$ cat config.mk
export PLATFORM = sky130hd
export DESIGN_NAME = mips_multicycle_ctrl_flat
export DESIGN_NICKNAME = d
export VERILOG_FILES = /design/src/rtl/mips_multicycle_ctrl_if.sv /design/src/rtl/mips_multicycle_ctrl.sv /design/src/flat_wrapper.sv
export SDC_FILE = /design/constraint.sdc
export NUM_CORES = 1
export LEC_CHECK = 0
export ABC_AREA = 0
export CAP_MARGIN = 20
export CORE_MARGIN = 2
export CORE_UTILIZATION = 35
export CTS_CLUSTER_SIZE = 12
export DETAILED_ROUTE_END_ITERATION = 8
export GPL_TIMING_DRIVEN = 1
export PLACE_DENSITY = 0.76
export SETUP_SLACK_MARGIN = 0.15
export SLEW_MARGIN = 5
export SYNTH_ARGS = -nofsm -noshare
export SYNTH_HDL_FRONTEND = slang
export SYNTH_SLANG_ARGS = --single-unit
$ cat constraint.sdc
create_clock -name clk -period 2.6 [get_ports clk]
set_input_delay 0.65 -clock clk [delete_from_list [all_inputs] [get_ports clk]]
set_output_delay 0.65 -clock clk [all_outputs]
set_load 0.005 [all_outputs]
$ cat src/rtl/mips_multicycle_ctrl_if.sv
// Control/status bundle between the multicycle MIPS controller and its datapath.
// master = controller side, slave = datapath side.
interface mips_multicycle_ctrl_if;
  logic [5:0] op;
  logic [5:0] funct;
  logic       zero;
  logic       mem_ready;
  logic       mem_req;
  logic       iord;
  logic       memwrite;
  logic       irwrite;
  logic       regdst;
  logic       memtoreg;
  logic       regwrite;
  logic       alusrca;
  logic [1:0] alusrcb;
  logic [1:0] pcsrc;
  logic [2:0] alucontrol;
  logic       pcen;
  logic       illegal;

  modport master (
    input  op, funct, zero, mem_ready,
    output mem_req, iord, memwrite, irwrite, regdst, memtoreg, regwrite,
           alusrca, alusrcb, pcsrc, alucontrol, pcen, illegal
  );

  modport slave (
    output op, funct, zero, mem_ready,
    input  mem_req, iord, memwrite, irwrite, regdst, memtoreg, regwrite,
           alusrca, alusrcb, pcsrc, alucontrol, pcen, illegal
  );
endinterface

$ cat src/rtl/mips_multicycle_ctrl.sv
// Moore control FSM for a multicycle MIPS datapath with memory-ready stalls.
// Optional macro PERF_COUNT_EN adds cycle_cnt/instr_cnt performance counters.
module mips_multicycle_ctrl #(
  parameter logic [3:0] RESET_STATE = 4'd0
) (
  input  logic                   clk,
  input  logic                   reset,
  mips_multicycle_ctrl_if.master bus
`ifdef PERF_COUNT_EN
  ,
  output logic [31:0]            cycle_cnt,
  output logic [31:0]            instr_cnt
`endif
);

  localparam logic [3:0] S_FETCH   = 4'd0;
  localparam logic [3:0] S_DECODE  = 4'd1;
  localparam logic [3:0] S_MEMADR  = 4'd2;
  localparam logic [3:0] S_MEMRD   = 4'd3;
  localparam logic [3:0] S_MEMWB   = 4'd4;
  localparam logic [3:0] S_MEMWR   = 4'd5;
  localparam logic [3:0] S_RTYPEEX = 4'd6;
  localparam logic [3:0] S_RTYPEWB = 4'd7;
  localparam logic [3:0] S_BEQ     = 4'd8;
  localparam logic [3:0] S_ADDIEX  = 4'd9;
  localparam logic [3:0] S_ADDIWB  = 4'd10;
  localparam logic [3:0] S_JUMP    = 4'd11;

  localparam logic [5:0] OP_RTYPE = 6'b000000;
  localparam logic [5:0] OP_LW    = 6'b100011;
  localparam logic [5:0] OP_SW    = 6'b101011;
  localparam logic [5:0] OP_BEQ   = 6'b000100;
  localparam logic [5:0] OP_ADDI  = 6'b001000;
  localparam logic [5:0] OP_J     = 6'b000010;

  localparam logic [2:0] ALU_ADD = 3'b010;
  localparam logic [2:0] ALU_SUB = 3'b110;
  localparam logic [2:0] ALU_AND = 3'b000;
  localparam logic [2:0] ALU_OR  = 3'b001;
  localparam logic [2:0] ALU_SLT = 3'b111;

  // Returns {known, alucontrol}; unknown functs fall back to add.
  function automatic logic [3:0] funct_dec(input logic [5:0] f);
    case (f)
      6'b100000: funct_dec = {1'b1, ALU_ADD};
      6'b100010: funct_dec = {1'b1, ALU_SUB};
      6'b100100: funct_dec = {1'b1, ALU_AND};
      6'b100101: funct_dec = {1'b1, ALU_OR};
      6'b101010: funct_dec = {1'b1, ALU_SLT};
      default:   funct_dec = {1'b0, ALU_ADD};
    endcase
  endfunction

  logic [3:0] state, state_n;
  logic [3:0] fdec;
  logic [2:0] alu_q;

  logic       mem_req_c, iord_c, memwrite_c, irwrite_c, regdst_c, memtoreg_c;
  logic       regwrite_c, alusrca_c, pcwrite_c, branch_c, illegal_c, pcen_c;
  logic [1:0] alusrcb_c, pcsrc_c;
  logic [2:0] alucontrol_c;

  assign fdec = funct_dec(bus.funct);

  always_ff @(posedge clk or posedge reset) begin
    if (reset) state <= RESET_STATE;
    else       state <= state_n;
  end

  // R-type ALU op is captured in execute so writeback keeps driving it.
  always_ff @(posedge clk) begin
    if (state == S_RTYPEEX) alu_q <= fdec[2:0];
  end

  always_comb begin
    state_n = S_FETCH;
    case (state)
      S_FETCH:  state_n = bus.mem_ready ? S_DECODE : S_FETCH;
      S_DECODE: begin
        case (bus.op)
          OP_LW, OP_SW: state_n = S_MEMADR;
          OP_RTYPE:     state_n = S_RTYPEEX;
          OP_BEQ:       state_n = S_BEQ;
          OP_ADDI:      state_n = S_ADDIEX;
          OP_J:         state_n = S_JUMP;
          default:      state_n = S_FETCH;
        endcase
      end
      S_MEMADR: begin
        if (bus.op == OP_LW)      state_n = S_MEMRD;
        else if (bus.op == OP_SW) state_n = S_MEMWR;
        else                      state_n = S_FETCH;
      end
      S_MEMRD:   state_n = bus.mem_ready ? S_MEMWB : S_MEMRD;
      S_MEMWR:   state_n = bus.mem_ready ? S_FETCH : S_MEMWR;
      S_RTYPEEX: state_n = fdec[3] ? S_RTYPEWB : S_FETCH;
      S_ADDIEX:  state_n = S_ADDIWB;
      default:   state_n = S_FETCH;
    endcase
  end

  always_comb begin
    mem_req_c    = 1'b0;
    iord_c       = 1'b0;
    memwrite_c   = 1'b0;
    irwrite_c    = 1'b0;
    regdst_c     = 1'b0;
    memtoreg_c   = 1'b0;
    regwrite_c   = 1'b0;
    alusrca_c    = 1'b0;
    alusrcb_c    = 2'b00;
    pcsrc_c      = 2'b00;
    alucontrol_c = 3'b000;
    pcwrite_c    = 1'b0;
    branch_c     = 1'b0;
    illegal_c    = 1'b0;
    // Everything stays low while reset is held, even though state reads FETCH.
    if (!reset) begin
      case (state)
        S_FETCH: begin
          mem_req_c    = 1'b1;
          alusrcb_c    = 2'b01;
          alucontrol_c = ALU_ADD;
          irwrite_c    = bus.mem_ready;
          pcwrite_c    = bus.mem_ready;
        end
        S_DECODE: begin
          alusrcb_c    = 2'b11;
          alucontrol_c = ALU_ADD;
          illegal_c    = !(bus.op == OP_LW || bus.op == OP_SW || bus.op == OP_RTYPE ||
                           bus.op == OP_BEQ || bus.op == OP_ADDI || bus.op == OP_J);
        end
        S_MEMADR: begin
          alusrca_c    = 1'b1;
          alusrcb_c    = 2'b10;
          alucontrol_c = ALU_ADD;
        end
        S_MEMRD: begin
          mem_req_c = 1'b1;
          iord_c    = 1'b1;
        end
        S_MEMWB: begin
          memtoreg_c = 1'b1;
          regwrite_c = 1'b1;
        end
        S_MEMWR: begin
          mem_req_c  = 1'b1;
          iord_c     = 1'b1;
          memwrite_c = 1'b1;
        end
        S_RTYPEEX: begin
          alusrca_c    = 1'b1;
          alucontrol_c = fdec[2:0];
          illegal_c    = ~fdec[3];
        end
        S_RTYPEWB: begin
          regdst_c     = 1'b1;
          regwrite_c   = 1'b1;
          alucontrol_c = alu_q;
        end
        S_BEQ: begin
          alusrca_c    = 1'b1;
          alucontrol_c = ALU_SUB;
          pcsrc_c      = 2'b01;
          branch_c     = 1'b1;
        end
        S_ADDIEX: begin
          alusrca_c    = 1'b1;
          alusrcb_c    = 2'b10;
          alucontrol_c = ALU_ADD;
        end
        S_ADDIWB: regwrite_c = 1'b1;
        S_JUMP: begin
          pcsrc_c   = 2'b10;
          pcwrite_c = 1'b1;
        end
        default: ;
      endcase
    end
    pcen_c = pcwrite_c | (branch_c & bus.zero);
  end

  assign bus.mem_req    = mem_req_c;
  assign bus.iord       = iord_c;
  assign bus.memwrite   = memwrite_c;
  assign bus.irwrite    = irwrite_c;
  assign bus.regdst     = regdst_c;
  assign bus.memtoreg   = memtoreg_c;
  assign bus.regwrite   = regwrite_c;
  assign bus.alusrca    = alusrca_c;
  assign bus.alusrcb    = alusrcb_c;
  assign bus.pcsrc      = pcsrc_c;
  assign bus.alucontrol = alucontrol_c;
  assign bus.pcen       = pcen_c;
  assign bus.illegal    = illegal_c;

`ifdef PERF_COUNT_EN
  logic retire;

  // An instruction retires when a terminal state (or an illegal decode) hands back to FETCH.
  assign retire = (state_n == S_FETCH) &&
                  (state == S_MEMWB   || state == S_MEMWR  || state == S_RTYPEWB ||
                   state == S_BEQ     || state == S_ADDIWB || state == S_JUMP    ||
                   state == S_DECODE  || state == S_RTYPEEX);

  always_ff @(posedge clk or posedge reset) begin
    if (reset) begin
      cycle_cnt <= 32'd0;
      instr_cnt <= 32'd0;
    end else begin
      cycle_cnt <= cycle_cnt + 32'd1;
      if (retire) instr_cnt <= instr_cnt + 32'd1;
    end
  end
`endif

endmodule

$ cat src/flat_wrapper.sv
// flat-port wrapper written by rule: the top's interface ports become plain ports
module mips_multicycle_ctrl_flat 
#(
  parameter logic [3:0] RESET_STATE = 4'd0
)
  (clk, reset, bus_op, bus_funct, bus_zero, bus_mem_ready, bus_mem_req, bus_iord, bus_memwrite, bus_irwrite, bus_regdst, bus_memtoreg, bus_regwrite, bus_alusrca, bus_alusrcb, bus_pcsrc, bus_alucontrol, bus_pcen, bus_illegal);
  mips_multicycle_ctrl_if bus_i ();
  input  logic clk;
  input  logic reset;
  input wire logic [$bits(bus_i.op)-1:0] bus_op;
  input wire logic [$bits(bus_i.funct)-1:0] bus_funct;
  input wire logic [$bits(bus_i.zero)-1:0] bus_zero;
  input wire logic [$bits(bus_i.mem_ready)-1:0] bus_mem_ready;
  output wire logic [$bits(bus_i.mem_req)-1:0] bus_mem_req;
  output wire logic [$bits(bus_i.iord)-1:0] bus_iord;
  output wire logic [$bits(bus_i.memwrite)-1:0] bus_memwrite;
  output wire logic [$bits(bus_i.irwrite)-1:0] bus_irwrite;
  output wire logic [$bits(bus_i.regdst)-1:0] bus_regdst;
  output wire logic [$bits(bus_i.memtoreg)-1:0] bus_memtoreg;
  output wire logic [$bits(bus_i.regwrite)-1:0] bus_regwrite;
  output wire logic [$bits(bus_i.alusrca)-1:0] bus_alusrca;
  output wire logic [$bits(bus_i.alusrcb)-1:0] bus_alusrcb;
  output wire logic [$bits(bus_i.pcsrc)-1:0] bus_pcsrc;
  output wire logic [$bits(bus_i.alucontrol)-1:0] bus_alucontrol;
  output wire logic [$bits(bus_i.pcen)-1:0] bus_pcen;
  output wire logic [$bits(bus_i.illegal)-1:0] bus_illegal;
  assign bus_i.op = bus_op;
  assign bus_i.funct = bus_funct;
  assign bus_i.zero = bus_zero;
  assign bus_i.mem_ready = bus_mem_ready;
  assign bus_mem_req = bus_i.mem_req;
  assign bus_iord = bus_i.iord;
  assign bus_memwrite = bus_i.memwrite;
  assign bus_irwrite = bus_i.irwrite;
  assign bus_regdst = bus_i.regdst;
  assign bus_memtoreg = bus_i.memtoreg;
  assign bus_regwrite = bus_i.regwrite;
  assign bus_alusrca = bus_i.alusrca;
  assign bus_alusrcb = bus_i.alusrcb;
  assign bus_pcsrc = bus_i.pcsrc;
  assign bus_alucontrol = bus_i.alucontrol;
  assign bus_pcen = bus_i.pcen;
  assign bus_illegal = bus_i.illegal;
  mips_multicycle_ctrl #(.RESET_STATE(RESET_STATE)) u_core (.clk(clk), .reset(reset), .bus(bus_i));
endmodule
* Word-level counts from Yosys, hierarchy flattened
Cells that the tools add are included.
** Operators by class
- Add/subtract/negate cells :: 0
- Multiply operators :: 0
- Divide/modulo/power cells :: 0
- Magnitude comparators :: 0
- Eq/ne operators :: 21
- Shift-type cells :: 0
- Muxes and demuxes :: 37
- Bitwise operators :: 3
- Reduce and logical (&&, ||, !) cells :: 15
** Operators by type and width (number)
- $eq 6x6->1 const B :: 7
- $pmux 4 s5 :: 2
- $pmux 4 s7 :: 1
- $mux 1 :: 21
- $eq 4x3->1 const B :: 4
- $eq 4x4->1 const B :: 4
- $mux 3 :: 5
- $pmux 3 s4 :: 1
- $eq 4x2->1 const B :: 2
- $reduce_or 4->1 :: 2
- $eq 6x2->1 const B :: 1
- $eq 6x3->1 const B :: 1
- $eq 6x4->1 const B :: 1
- $logic_not 6->1 :: 1
- $pmux 2 s3 :: 1
- $reduce_or 2->1 :: 3
- $reduce_or 3->1 :: 2
- $logic_or 1x1->1 :: 5
- $eq 4x1->1 const B :: 1
- $logic_not 4->1 :: 1
- $mux 2 :: 2
- $mux 4 :: 1
- $pmux 1 s2 :: 2
- $pmux 2 s2 :: 1
- other kinds (4) :: 4
** Word-level totals
- Register bits after elaboration :: 7
- Bits in latches :: 0
- Memory bits (writable) :: 0
- ROM bits :: 0
- Bits of input ports :: 16
- Output and inout bits :: 17
- Logic and storage cells :: 78
- Memories :: 0

* Longest topological paths before layout
Gate-level depths: netlist of the first run.
- Depth in word-level cells :: 9
- Mapped depth :: 5
- Gate-level depth less buffers :: 4

* Least setup slack after synthesis of the first run
OpenSTA, ideal clock, no wires.
- Kind :: input port to output port
- Start point :: in bus_funct[0]
- End point :: out bus_alucontrol[0]
- Arrival :: 1.606 ns
- Required time :: 1.950 ns
- Slack :: 0.344 ns
- Cell stages on the path :: 4
- Path buffers :: 0
- Cells stage by stage :: or3b_1 > o2bb2a_4 > o31ai_2 > and3_1
** Between the ends
- Word-level cells in the longest chain between the ends :: 4
- Elaborated cells between the ends (all ways) :: 8
- Classes of those cells :: eq/ne (5); mux (3)
** RTL lines
- from (decl) :: RTL line flat_wrapper.sv:11 : input wire logic [$bits(bus_i.funct)-1:0] bus_funct;
- $eq 6x6->1 :: RTL line mips_multicycle_ctrl.sv:44 : case (f)
- $pmux 4 s5 * :: RTL line mips_multicycle_ctrl.sv:44
- $pmux 3 s4 * :: RTL line mips_multicycle_ctrl.sv:119 : case (state)
- $mux 3 * :: RTL line mips_multicycle_ctrl.sv:118 : if (!reset) begin
- to (decl) :: RTL line flat_wrapper.sv:24 : output wire logic [$bits(bus_i.alucontrol)-1:0] bus_alucontrol;
Mark *: on every way between the ends. The rest lies on a longest branch, timed or not.

* Final worst setup path of the first run
- Start point :: in bus_funct[2]
- End point :: out bus_alucontrol[0]
The elaborated chain is that of the path after synthesis.

==> results of run 1 <==
-- worst paths after layout --
kind                                      to  cells past startpoint             from
setup / recovery           bus_alucontrol[0]                      6     bus_funct[2]
hold / removal               u_core.state[3]                      4            reset
setup reg to reg             u_core.state[0]                      6  u_core.state[1]
hold reg to reg              u_core.state[0]                      3  u_core.state[0]
max in group asynchronous    u_core.state[1]                      4            reset
min in group clk             u_core.state[0]                      3  u_core.state[0]
-- per-layer routing --
layer	global-route usage, %	wire length [microns]	share of wire (%)
met1	25.8	1220	38
met2	44.2	1650	52
met3	6.86	235	7.4
met4	8.55	67	2.1
met5	0	0	0
-- placed cells by master, fill, tap and decap left out, types with 2 or more instances in the layout --
cell,netlist,final
nor4_2,0,2
o21a_1,2,2
nor3_2,0,4
a21oi_1,4,3
buf_6,0,4
a31oi_1,2,2
nor2b_1,4,2
nor2_1,10,9
and3_1,2,2
dfrtp_2,0,3
dlygate4sd2_1,0,14
dlymetal6s2s_1,0,2
clkbuf_2,0,3
buf_4,0,34
nand4_1,3,3
clkdlybuf4s15_1,0,2
a211oi_2,0,2
clkdlybuf4s50_1,0,5
a41oi_1,2,2
edfxtp_1,3,3
clkbuf_4,0,3
buf_2,3,6
nand2_1,13,12
nor3_1,14,10
inv_1,5,5
nand2b_1,6,4
nand3_1,4,3
xnor2_1,2,2
-- report_power, final --
part           leakage [nW]  total, mW  internal [mW]  switching, mW
Clock                0.0150     0.0973         0.0585         0.0388
Sequential           0.0797      0.128          0.121        0.00666
Combinational         0.618      0.237          0.123          0.114
Total                 0.713      0.462          0.302          0.159
-- sequential cells by signal, summed over array words and instances (netlist names) --
signal        count
u_core.alu_q      3
u_core.state      4
-- area by class of cell --
class,instances,area share (%)
Multi-Input combinational cell,95,45.4
Timing Repair Buffer,71,36.8
Sequential cell,7,12.6
Tap cell,28,2.27
Clock buffer,4,1.71
Inverter,5,1.22
-- what timing repair did --
item | CTS | global route
cloned | 1 | 0
setup endpoints to repair | 17 | 12
pin swaps | 9 | 8
setup buffers | 12 | 2
gates resized for setup | 67 | 20
-- through the flow --
stage / instance area (sq um) / hold slack (ns) / cells / utilization [%] / power, mW
5_1_grt: 1540 / 0.587 / 210 / 69.0 / 0.496
3_3_place_gp: 1330 / 0.794 / 191 / 59.4 / 0.318
6_report: 1540 / 0.571 / 210 / 69.0 / 0.462
2_1_floorplan: 828 / 0.425 / 116 / - / 0.222
3_5_place_dp: 1330 / 0.790 / 191 / 59.4 / 0.324
4_1_cts: 1500 / 0.639 / 208 / 67.2 / 0.450
-- worst reg2reg max path, stage by stage (launching register included) --
cell     delay, ns
dfrtp_2       0.44
buf_4         0.15
buf_4         0.15
nor2b_1       0.13
a41oi_1       0.05
or4_1         0.43
nand3_1       0.11
-- kinds of logic after synthesis --
group           after synthesis  synth area share [%]
compound gates               23                  21.9
xor+xnor                      3                  3.17
buf+inv                      14                  6.80
flops                         7                  23.0
mux                           2                  2.42
simple gates                 67                  42.8
==> metrics.txt, run 1 <==
status complete, no violations; yosys warns 0; post-route minimum period 2.44 ns; pwr dens 300 nW/um^2; Primary FF master, synth dfrtp_1; Worst Path Required 1.95 ns; via density per instance 5.57; H-Tree Depth 1; dpl ws -0.653 ns; CP top delay family simple AND/OR/NAND/NOR gates; largest net degree at the start of global routing 12; number of global-route vias before repair 1105; post-synthesis cell count 116; DRT iter0 DRCs 20; total grt overflow 0; Routed wire per std cell 15.1 microns; I/O Buffers 32; Reg clk slew, reported paths 0.05 ns; Multi-input gate area 699 sq um; DRT Wirelength 3180 microns; Synth area leader dfrtp_1; Net Count, Synth 132; total track usage 24.0%; Max clock buf depth 2; Placer Congestion 0.869; post-route ant nets 0; CTS tree built; Seq/Total Area, Yosys 23.0%; VDD IR max 278 uV; RSZ-0062 raised after global routing yes; clk_lat worst skew 0.25 ns; WP buf/inv 2; worst-path cell chain buf_6, or3b_4, o2bb2a_4, o31ai_2, and3_1, buf_2; Vias 1169; Post-CTS Hold Buffers 0; dominant cell by count in the synthesized netlist nor3_1; CTS sink count 7; FILL cells 181; top cells by count, synth 14 x nor3_1, 13 x nand2_1, 10 x nor2_1, 6 x nand2b_1, 5 x inv_1; total negative slack 0 ns; Worst Setup End Kind output pin; Ports 33; Distinct cells, synth 40; Die X 52.6 microns; Slew Viols, Final 0; DP HPWL 2130 microns; Crit-path slowest cell or3b_4; flop2flop setup slack 1.08 ns; Setup CP Type primary input to output pin; initial antenna violation count 0; slew margin rel. 78.0%; nets 199; Core ar. 2230 sq um; Period Utilization, post-route 94.0%; Leak 0.713 nW; largest cells by area after synthesis dfrtp_1 12%, edfxtp_1 11%, nor3_1 8.5%; maxcap violations 0; # DRC 0; Final WS setup 0.157 ns; row count 17; first-pass GRT wire length 4860 microns; Register Area 194 sq um; Initial Util 37.1%; CP arrival 1.79 ns; Die H 52.6 microns; actual slew at the worst max-slew pin 0.326 ns; crit-path max cell delay 0.40 ns; Setup crit start kind primary input; CTS Root Cell clkbuf_4; top-area cell type share of the netlist area 12.1%; critical path fanouts, max 3; layout cells sized above 1 44.0%; setup violators final 0; min-delay worst type primary input to async pin; Syn Area/Cell 7.14 sq um; number of flops mapped to enable cells by yosys 3; Yosys reg bits 7; Hold Fails Final Rpt 0; die area 2770 sq um; ant diodes 0; Synth-to-Final Area Change 86.0%; FMAX 0.409 GHz; Pre-Repair DR Iteration Count 4; fraction of registers with async set/reset 57.1%; Worst Skew 0.00149 ns; Mapped Area 828 sq um; TritonCTS Buffers 3
No activity file was read; power rests on OpenSTA's default activity.
==> inputs of run 2 (changes only) <==
--- a/config.mk
+++ b/config.mk
@@ -7,7 +7,7 @@
 export LEC_CHECK = 0
 export ABC_AREA = 0
 export CAP_MARGIN = 20
-export CORE_MARGIN = 2
+export CORE_MARGIN = 5
 export CORE_UTILIZATION = 35
 export CTS_CLUSTER_SIZE = 12
 export DETAILED_ROUTE_END_ITERATION = 8
==> run 2 against run 1 <==
Effect of this change: critical path type unchanged; combinational power is 5% lower; first-iteration DRC count unchanged; die area up 24%; critical endpoint unchanged; non-clock buffer count fell by 4; largest power group unchanged.
==> metrics.txt, run 2 (synthesis results as in run 1) <==
status complete, no violations; Placer Congestion 0.946 (+8.8%); # DRC 0 (unchanged); first-pass GRT wire length 4690 microns (-3.7%); Vias 1096 (-6.2%); CTS tree built; FILL cells 197 (+8.8%); post-route minimum period 2.50 ns (+0.0600 ns); Net Sw Power 0.156 mW (-2.1%); DRT iter0 DRCs 20 (unchanged); Logic pwr share 49.7% (-1.5 points); Reg clk slew, reported paths 0.05 ns (about the same); RR Startpoint u_core.state[1]; Worst Skew 0.00247 ns (+0.000985 ns); pwr dens 298 nW/um^2 (-0.49%); CTS sink count 7 (unchanged); Setup crit start kind primary input; crit-path max cell delay 0.40 ns (about the same); DRT Wirelength 3060 microns (-3.9%); via density per instance 5.32 (-4.4%); Worst path depth 6 (unchanged); commonest non-fill, non-tap cell in the layout buf_4; largest net degree at the start of global routing 15 (+3); Ports 33 (unchanged); number of global-route vias before repair 1049 (-5.1%); Hold Fails Final Rpt 0 (unchanged); Core ar. 2230 sq um (unchanged); Die X 58.6 microns (+11%); maxcap violations 0 (unchanged); RSZ-0062 raised after global routing yes; min-delay worst type primary input to async pin; Slew Viols, Final 0 (unchanged); Period Utilization, post-route 96.3% (+2.3 points); H-Tree Depth 1 (unchanged); post-route ant nets 0 (unchanged); layout cells sized above 1 38.8% (-5.2 points); worst-path cell chain buf_6, or3b_4, o2bb2a_4, o31ai_2, and3_1, buf_2; DP Area 1310 sq um (-1.1%); ant diodes 0 (unchanged); DP HPWL 2140 microns (+0.41%); R2R depth 7 (+1); clock share of power 22.2% (+1.1 points); worst setup path startpoint bus_funct[0]; setup violators final 0 (unchanged); Setup CP Type primary input to output pin; Largest register FFs 4 (unchanged); Post-CTS Hold Buffers 0 (unchanged); clk_lat worst skew 0.26 ns (about the same); Initial Util 37.1% (unchanged); placed cells 189 (-1.0%); CTS Root Cell clkbuf_4; VDD IR max 287 uV (+3.4%); critical path fanouts, max 2 (-1); Non-Filler Instances 206 (-1.9%); FMAX 0.400 GHz (-2.4%); CP top delay family simple AND/OR/NAND/NOR gates; Pre-Repair DR Iteration Count 4 (unchanged); nets 195 (-2.0%); Top reg by flops u_core.state; Worst Setup End Kind output pin; Crit-path slowest cell or3b_4; Synth-to-Final Area Change 82.5%; sequential power share 28.1% (+0.4 points); row count 17 (unchanged); initial antenna violation count 0 (unchanged); Max clock buf depth 2 (unchanged); actual slew at the worst max-slew pin 0.312 ns (-0.0138 ns); Routed wire per std cell 14.8 microns (-2.0%); TritonCTS Buffers 3 (unchanged); Sw Ratio 34.6% (+0.099 points); I/O Buffers 32 (unchanged); Worst Path Required 1.95 ns (about the same); total track usage 17.5% (-6.5 points); total grt overflow 0 (unchanged); die area 3440 sq um (+24%); Pint 0.295 mW (-2.5%); most frequent cells in the layout 32 x buf_4, 18 x dlygate4sd2_1, 13 x nand2_1; Die H 58.6 microns (+11%); CP arrival 1.85 ns (+0.06 ns); slew margin rel. 78.9% (+0.93 points); Final Instance Area 1510 sq um (-1.9%); Top Registers u_core.state: 4 flops, u_core.alu_q: 3 flops; Leak 0.727 nW (+1.9%); WP buf/inv 2 (unchanged)
-- run 2: cell count changes in the layout (fill, tap and decap cells not counted), moves of 2 or more --
| cell | change |
|---|---|
| buf_4 | -2 |
| clkdlybuf4s50_1 | -4 |
| nor3_2 | -2 |
| buf_2 | -3 |
| dlygate4sd2_1 | +4 |
-- run 2: worst min-delay path, cell delays in order --
cell	delay [ns]
dlygate4sd2_1	0.25
buf_6	0.14
inv_1	0.07
buf_4	0.13
-- run 2: worst paths after layout --
| check | endpoint | slack (ns) |
|---|---|---|
| max | bus_alucontrol[0] | 0.1 |
| min | u_core.state[0] | 0.66 |
| max reg2reg | u_core.state[0] | 0.98 |
| min reg2reg | u_core.state[0] | 0.73 |
| max in group asynchronous | u_core.state[1] | 1.83 |
| min in group clk | u_core.state[0] | 0.73 |
-- run 2: area by class of cell --
class | instances | area, sq um | area share [%]
flip-flops and latches | 7 | 195 | 12.9
repair buffers | 67 | 567 | 37.5
clock buffers | 4 | 26.3 | 1.74
well taps | 28 | 35.0 | 2.32
multi-input cells | 95 | 669 | 44.3
inverters | 5 | 18.8 | 1.24
-- run 2: metal layers --
layer / track usage (%) / share of wire [%]
met1: 19.9 / 40
met2: 30.8 / 50
met3: 4.82 / 7.8
met4: 7.12 / 2.3
met5: 0 / 0
-- run 2: timing repair --
action | CTS | global route
setup buffers | 11 | 2
setup endpoints to repair | 17 | 7
resized for setup | 60 | 25
pin swaps | 7 | 5
cloned | 0 | 0
-- run 2: per-stage QoR --
step / hold WS [ns] / setup TNS (ns) / power, mW / util [%] / setup WS, ns
after global routing: 0.669 / 0 / 0.477 / 67.7 / 0.0519
after floorplan: 0.425 / 0 / 0.222 / - / 0.344
after global placement: 0.785 / -3.03 / 0.317 / 58.7 / -0.612
final: 0.663 / 0 / 0.451 / 67.7 / 0.0971
after CTS: 0.663 / -0.000801 / 0.434 / 65.4 / -0.000801
after detailed placement: 0.800 / -3.27 / 0.320 / 58.7 / -0.656
-- run 2: power by group through the flow --
stage                     Sequential [mW]  Combinational (mW)  Clock [mW]
after global placement              0.134               0.183           0
after detailed placement            0.135               0.185           0
after CTS                           0.126               0.210      0.0974
final                               0.127               0.224      0.0999
after floorplan                     0.126              0.0961           0
after global routing                0.128               0.242       0.107
